$ cat src/rtl/bg_mem_arbiter.sv
// Background frame memory port arbiter: display reads own the port in active video,
// a req/ack writer is served in blanking. Define BG_MEM_WR_DURING_HBLNK_EN to also allow writes in hblank.
module bg_mem_arbiter #(
  parameter int ADDR_W  = 22,
  parameter int DATA_W  = 4,
  parameter int FRAME_W = 400,
  parameter int FRAME_H = 300,
  parameter int CNT_W   = 20
) (
  input  logic              pclk,
  input  logic              rst,
  input  logic [10:0]       hcount_in,
  input  logic [10:0]       vcount_in,
  input  logic              hblnk_in,
  input  logic              vblnk_in,
  input  logic              wr_req,
  input  logic [ADDR_W-1:0] wr_addr,
  input  logic [DATA_W-1:0] wr_data,
  output logic              wr_ack,
  output logic              wr_err,
  output logic [ADDR_W-1:0] mem_addr,
  output logic [DATA_W-1:0] mem_wdata,
  output logic              mem_we,
  input  logic [DATA_W-1:0] mem_rdata,
  output logic [DATA_W-1:0] pix_out,
  output logic              pix_valid,
  output logic [CNT_W-1:0]  wr_count
);

  typedef enum logic [1:0] {DISP = 2'd0, FREE = 2'd1, WR = 2'd2} state_t;

  localparam logic [ADDR_W-1:0] FRAME_PIX = ADDR_W'(FRAME_W * FRAME_H);

  state_t              state_q, state_d;
  logic [ADDR_W-1:0]   mem_addr_q, mem_addr_d;
  logic [DATA_W-1:0]   mem_wdata_q, mem_wdata_d;
  logic                mem_we_q, mem_we_d;
  logic                wr_ack_q, wr_ack_d;
  logic                wr_err_q, wr_err_d;
  logic [2:0]          vld_pipe_q;
  logic [DATA_W-1:0]   pix_q;
  logic [CNT_W-1:0]    cnt_q, cnt_d;
  logic                vblnk_q;
  logic                free, wr_acc, vblnk_rise;
  logic [ADDR_W-1:0]   disp_addr;

`ifdef BG_MEM_WR_DURING_HBLNK_EN
  assign free = hblnk_in | vblnk_in;
  logic unused_bits;
  assign unused_bits = ^{hcount_in[0], vcount_in[0]};
`else
  assign free = vblnk_in;
  logic unused_bits;
  assign unused_bits = ^{hcount_in[0], vcount_in[0], hblnk_in};
`endif

  // One memory word per 2x2 screen block.
  assign disp_addr = ADDR_W'(hcount_in[10:1])
                   + ADDR_W'(vcount_in[10:1]) * ADDR_W'(FRAME_W);

  always_comb begin
    state_d     = state_q;
    mem_addr_d  = '0;
    mem_wdata_d = '0;
    mem_we_d    = 1'b0;
    wr_ack_d    = 1'b0;
    wr_err_d    = 1'b0;
    wr_acc      = 1'b0;
    case (state_q)
      DISP: begin
        mem_addr_d = disp_addr;
        if (free) state_d = FREE;
      end
      FREE: begin
        if (!free) state_d = DISP;
        else if (wr_req) begin
          // The write's outputs are registered here and appear during WR.
          state_d  = WR;
          wr_ack_d = 1'b1;
          if (wr_addr >= FRAME_PIX) wr_err_d = 1'b1;
          else begin
            mem_addr_d  = wr_addr;
            mem_wdata_d = wr_data;
            mem_we_d    = 1'b1;
            wr_acc      = 1'b1;
          end
        end
      end
      WR:      state_d = free ? FREE : DISP;
      default: state_d = DISP;
    endcase
  end

  assign vblnk_rise = vblnk_in & ~vblnk_q;

  always_comb begin
    cnt_d = cnt_q;
    if (vblnk_rise)                 cnt_d = wr_acc ? CNT_W'(1) : '0;
    else if (wr_acc && cnt_q != '1) cnt_d = cnt_q + CNT_W'(1);
  end

  always_ff @(posedge pclk or posedge rst) begin
    if (rst) begin
      state_q     <= DISP;
      mem_addr_q  <= '0;
      mem_wdata_q <= '0;
      mem_we_q    <= 1'b0;
      wr_ack_q    <= 1'b0;
      wr_err_q    <= 1'b0;
      vld_pipe_q  <= '0;
      pix_q       <= '0;
      cnt_q       <= '0;
      vblnk_q     <= 1'b0;
    end else begin
      state_q     <= state_d;
      mem_addr_q  <= mem_addr_d;
      mem_wdata_q <= mem_wdata_d;
      mem_we_q    <= mem_we_d;
      wr_ack_q    <= wr_ack_d;
      wr_err_q    <= wr_err_d;
      vld_pipe_q  <= {vld_pipe_q[1:0], state_q == DISP};
      pix_q       <= vld_pipe_q[1] ? mem_rdata : '0;
      cnt_q       <= cnt_d;
      vblnk_q     <= vblnk_in;
    end
  end

  assign mem_addr  = mem_addr_q;
  assign mem_wdata = mem_wdata_q;
  assign mem_we    = mem_we_q;
  assign wr_ack    = wr_ack_q;
  assign wr_err    = wr_err_q;
  assign pix_out   = pix_q;
  assign pix_valid = vld_pipe_q[2];
  assign wr_count  = cnt_q;

endmodule

$ cat config.mk
export PLATFORM = sky130hd
export DESIGN_NAME = bg_mem_arbiter
export DESIGN_NICKNAME = d
export VERILOG_FILES = /design/src/rtl/bg_mem_arbiter.sv
export SDC_FILE = /design/constraint.sdc
export NUM_CORES = 1
export LEC_CHECK = 0
export ABC_AREA = 1
export CORE_AREA = 2 2 100 102
export DETAILED_ROUTE_END_ITERATION = 8
export DIE_AREA = 0 0 102 104
export GPL_TIMING_DRIVEN = 0
export PLACE_DENSITY = 0.76
export SLEW_MARGIN = 20
export SYNTH_ARGS = -nofsm -noshare
export SYNTH_HDL_FRONTEND = slang
export SYNTH_SLANG_ARGS = --single-unit
$ cat constraint.sdc
create_clock -name pclk -period 1.5 [get_ports pclk]
set_input_delay 0.15 -clock pclk [delete_from_list [all_inputs] [get_ports pclk]]
set_output_delay 0.15 -clock pclk [all_outputs]
set_load 0.02 [all_outputs]
==> metrics.txt <==
outcome=finished with violations; failing checks=negative setup slack; Slew HR=a little under three fifths; initial drt markers=approximately 230; Clock Tree Buf Depth=2; Most used DFF post-synth=dfrtp_1; CTS Root Cell=clkbuf_8; clk_skew=just under 0.01 ns; post-layout util=between 60% and 70%; initial antenna violation count=0; initial core utilization=43.70%; first-pass iteration count of the detailed router=5; pre-CTS setup slack=-1.921 ns; largest net degree at the start of global routing=31; via count=around 4200; Die Y=104 um; CTS Hold Bufs=0; setup_tns=-10.74 ns; clock sink count=59; nets=795; Mapped Area=around 4200 um2; # fillers=approximately 740; most frequent cell after synthesis=nand2_1; Synth cell types=35; Final Hold Vio Count=0; Placer Congestion=between 0.9 and 1; FF/Latch Area=1486 um2; drt drc=0; Yosys reg bits=between 50 and 60; setup violators final=31; maxcap violations=0; # diodes=0; CP startpoint kind=input pin; Synth area leader=dfrtp_1; die area=10610 um2; Power Dens Cells=984.0 nW/um2; Hold Crit Class=input pin to register; post-route insts no fill=a little over 800; fin worst setup slack=-0.9545 ns; worst vdd ir=0.6061 mV; I/O Buffers=roughly 110; Synth top area share=around 35%; DP HPWL=approximately 8.6 mm; crit-path max FO=4; Mapped Cells=541; grt ovf=0; first-pass GRT wire length=approximately 19 mm; CP peak stage delay=about 0.5 ns; fin crit period=about 2.5 ns; CP Data Arrival Time=around 2.7 ns; antenna-violating nets left=0; Tcrit/Tclk final=163.6%; vias per cell=approximately 5.1; Clk pin slew, worst setup/hold paths=around 0.07 ns; sequential fraction of the synthesis area=a little over a third; I/O pins=roughly 110; P_leak=about 3.3 nW; Crit Path Category=input pin to register; slowest CP cell=fa_1; CP delay by family, top=adder cells; EDFF count, synth=0; Final Max Slew Viols=0; # rows=36; H-tree levels=3; core box area=9549 um2; Crit. End Element=register; worst skew pair latency=between 0.3 and 0.4 ns; final WL=roughly 12 mm; Syn. warnings=0; share of cells above drive strength 1=a little over a quarter; WL/cell=between 10 and 15 um; P&R area growth vs syn=55.50%; Synth Area per Inst=7.713 um2; top post-synthesis cells by area=dfrtp_1, nand2_1, ha_1; Worst Max-Slew Pin Slew=~0.66 ns; fmax=~400 MHz; RSZ-0062 raised after global routing=true; clock buffer count from CTS=9; width of the die=approximately 100 um; CP bufs+invs=2; Critical Path RT=approximately 1.8 ns; vias in the first global route=4102; worst path cell trace=buf_12 > ha_4 > ha_4 > ha_4 > fa_1 > ha_4 > nand2_4 > inv_2 > nand2_1 > nand2_1 > nor2_2 > nor2_2 > nand2_2 > nor2_4 > nand3_2 > nand2_1 > nand2_1 > nor2_1; CTS tree=built; multi-input combinational cell area=between 2000 and 3000 um2; Cells after DPL=between 700 and 800; top cells by count, synth=nand2_1, inv_1, dfrtp_1; post-synthesis async set-or-reset flop share=100.0%; Tot GR Track Use=around 22%
-- area by class of cell --
type	instances	share of cell area [%]
Clock inverter	4	1.118
Inverter	79	4.705
Sequential cell	59	22.91
Buffer	10	1.253
Timing Repair Buffer	138	20.34
Multi-Input combinational cell	394	44.72
Clock buffer	12	2.391
Tap cell	133	2.565
-- worst min-delay path: cells and delay by family --
family	cells	cell delay (ns)
simple gates	2	0.11
fa+ha+maj	1	0.13
buf+inv	1	0.13
-- kinds of logic after synthesis --
group / Yosys count / synth area share (%)
fa+ha+maj: 47 / 15.17
buf+inv: 89 / 8.965
compound gates: 26 / 3.568
xor+xnor: 21 / 4.408
flops: 59 / 35.38
simple gates: 298 / 32.41
other cells: 1 / 0.08987
-- through the flow --
stage               power, W  hold WS, ns  instance area (um2)
detailed placement  0.004033       0.3347                 5630
floorplan           0.003276       0.1814                 4373
global route        0.006776       0.2306                 6489
finish              0.006385       0.2113                 6489
global placement    0.003974       0.3315                 5610
CTS                 0.005965       0.1798                 6153
-- placed cells by master, fill, tap and decap left out, types with 5 or more instances in the layout --
cell             count
clkdlybuf4s50_1     76
nand2_1            128
xnor2_1              7
dlygate4sd2_1       21
dfrtp_2              8
buf_6                9
nand3_2             14
inv_2               10
inv_1               66
clkbuf_8            11
xor2_1              13
nor2_1              36
dfrtp_1             51
nand2_4              6
buf_4               26
nor2_2              11
buf_2                5
nand3b_1            15
nor3_1               5
ha_1                19
nor2_4               5
nand2_2             23
ha_4                22
o21ai_1              7
nand4_1             11
nand3_1             34
-- layer usage --
metal	global-route usage, %	routed length [um]	up-vias
li1	-	-	2023
met1	29.03	5324	1995
met2	37.27	5892	167
met3	5.040	812	22
met4	6.381	206	0
met5	0	0	-
-- repair_timing --
| item | in CTS | in global routing |
|---|---|---|
| resized for setup | 93 | 73 |
| pin swaps | 31 | 43 |
| buffers inserted | 16 | 12 |
| endpoints found under the setup margin | 59 | 41 |
| gates cloned | 1 | 1 |
-- registers in the layout (all words and copies together) (netlist names) --
| signal | flops |
|---|---|
| mem_we | 1 |
| mem_addr | 22 |
| wr_ack | 1 |
| pix_out | 4 |
| mem_wdata | 4 |
| state_q | 2 |
| wr_count | 20 |
| vld_pipe_q | 3 |
| wr_err | 1 |
| vblnk_q | 1 |
-- power by group --
part | internal, W | switching, W | total (W)
Sequential | 0.00173 | 0.0000594 | 0.00179
Combinational | 0.00130 | 0.00161 | 0.00291
Clock | 0.00102 | 0.000659 | 0.00168
-- final timing paths --
check                         startpoint            end  slack (ns)  cells past startpoint
min                         vcount_in[1]    mem_addr[4]        0.21                      4
max in group asynchronous            rst    wr_count[1]        0.67                      3
min reg2reg                vld_pipe_q[0]  vld_pipe_q[1]        0.36                      0
max reg2reg                  wr_count[3]    wr_count[3]       -0.08                     10
max                         vcount_in[2]   mem_addr[18]       -0.95                     18
min in group asynchronous            rst  vld_pipe_q[0]        0.26                      2
Note: power is estimated with default switching activity, not from simulation.
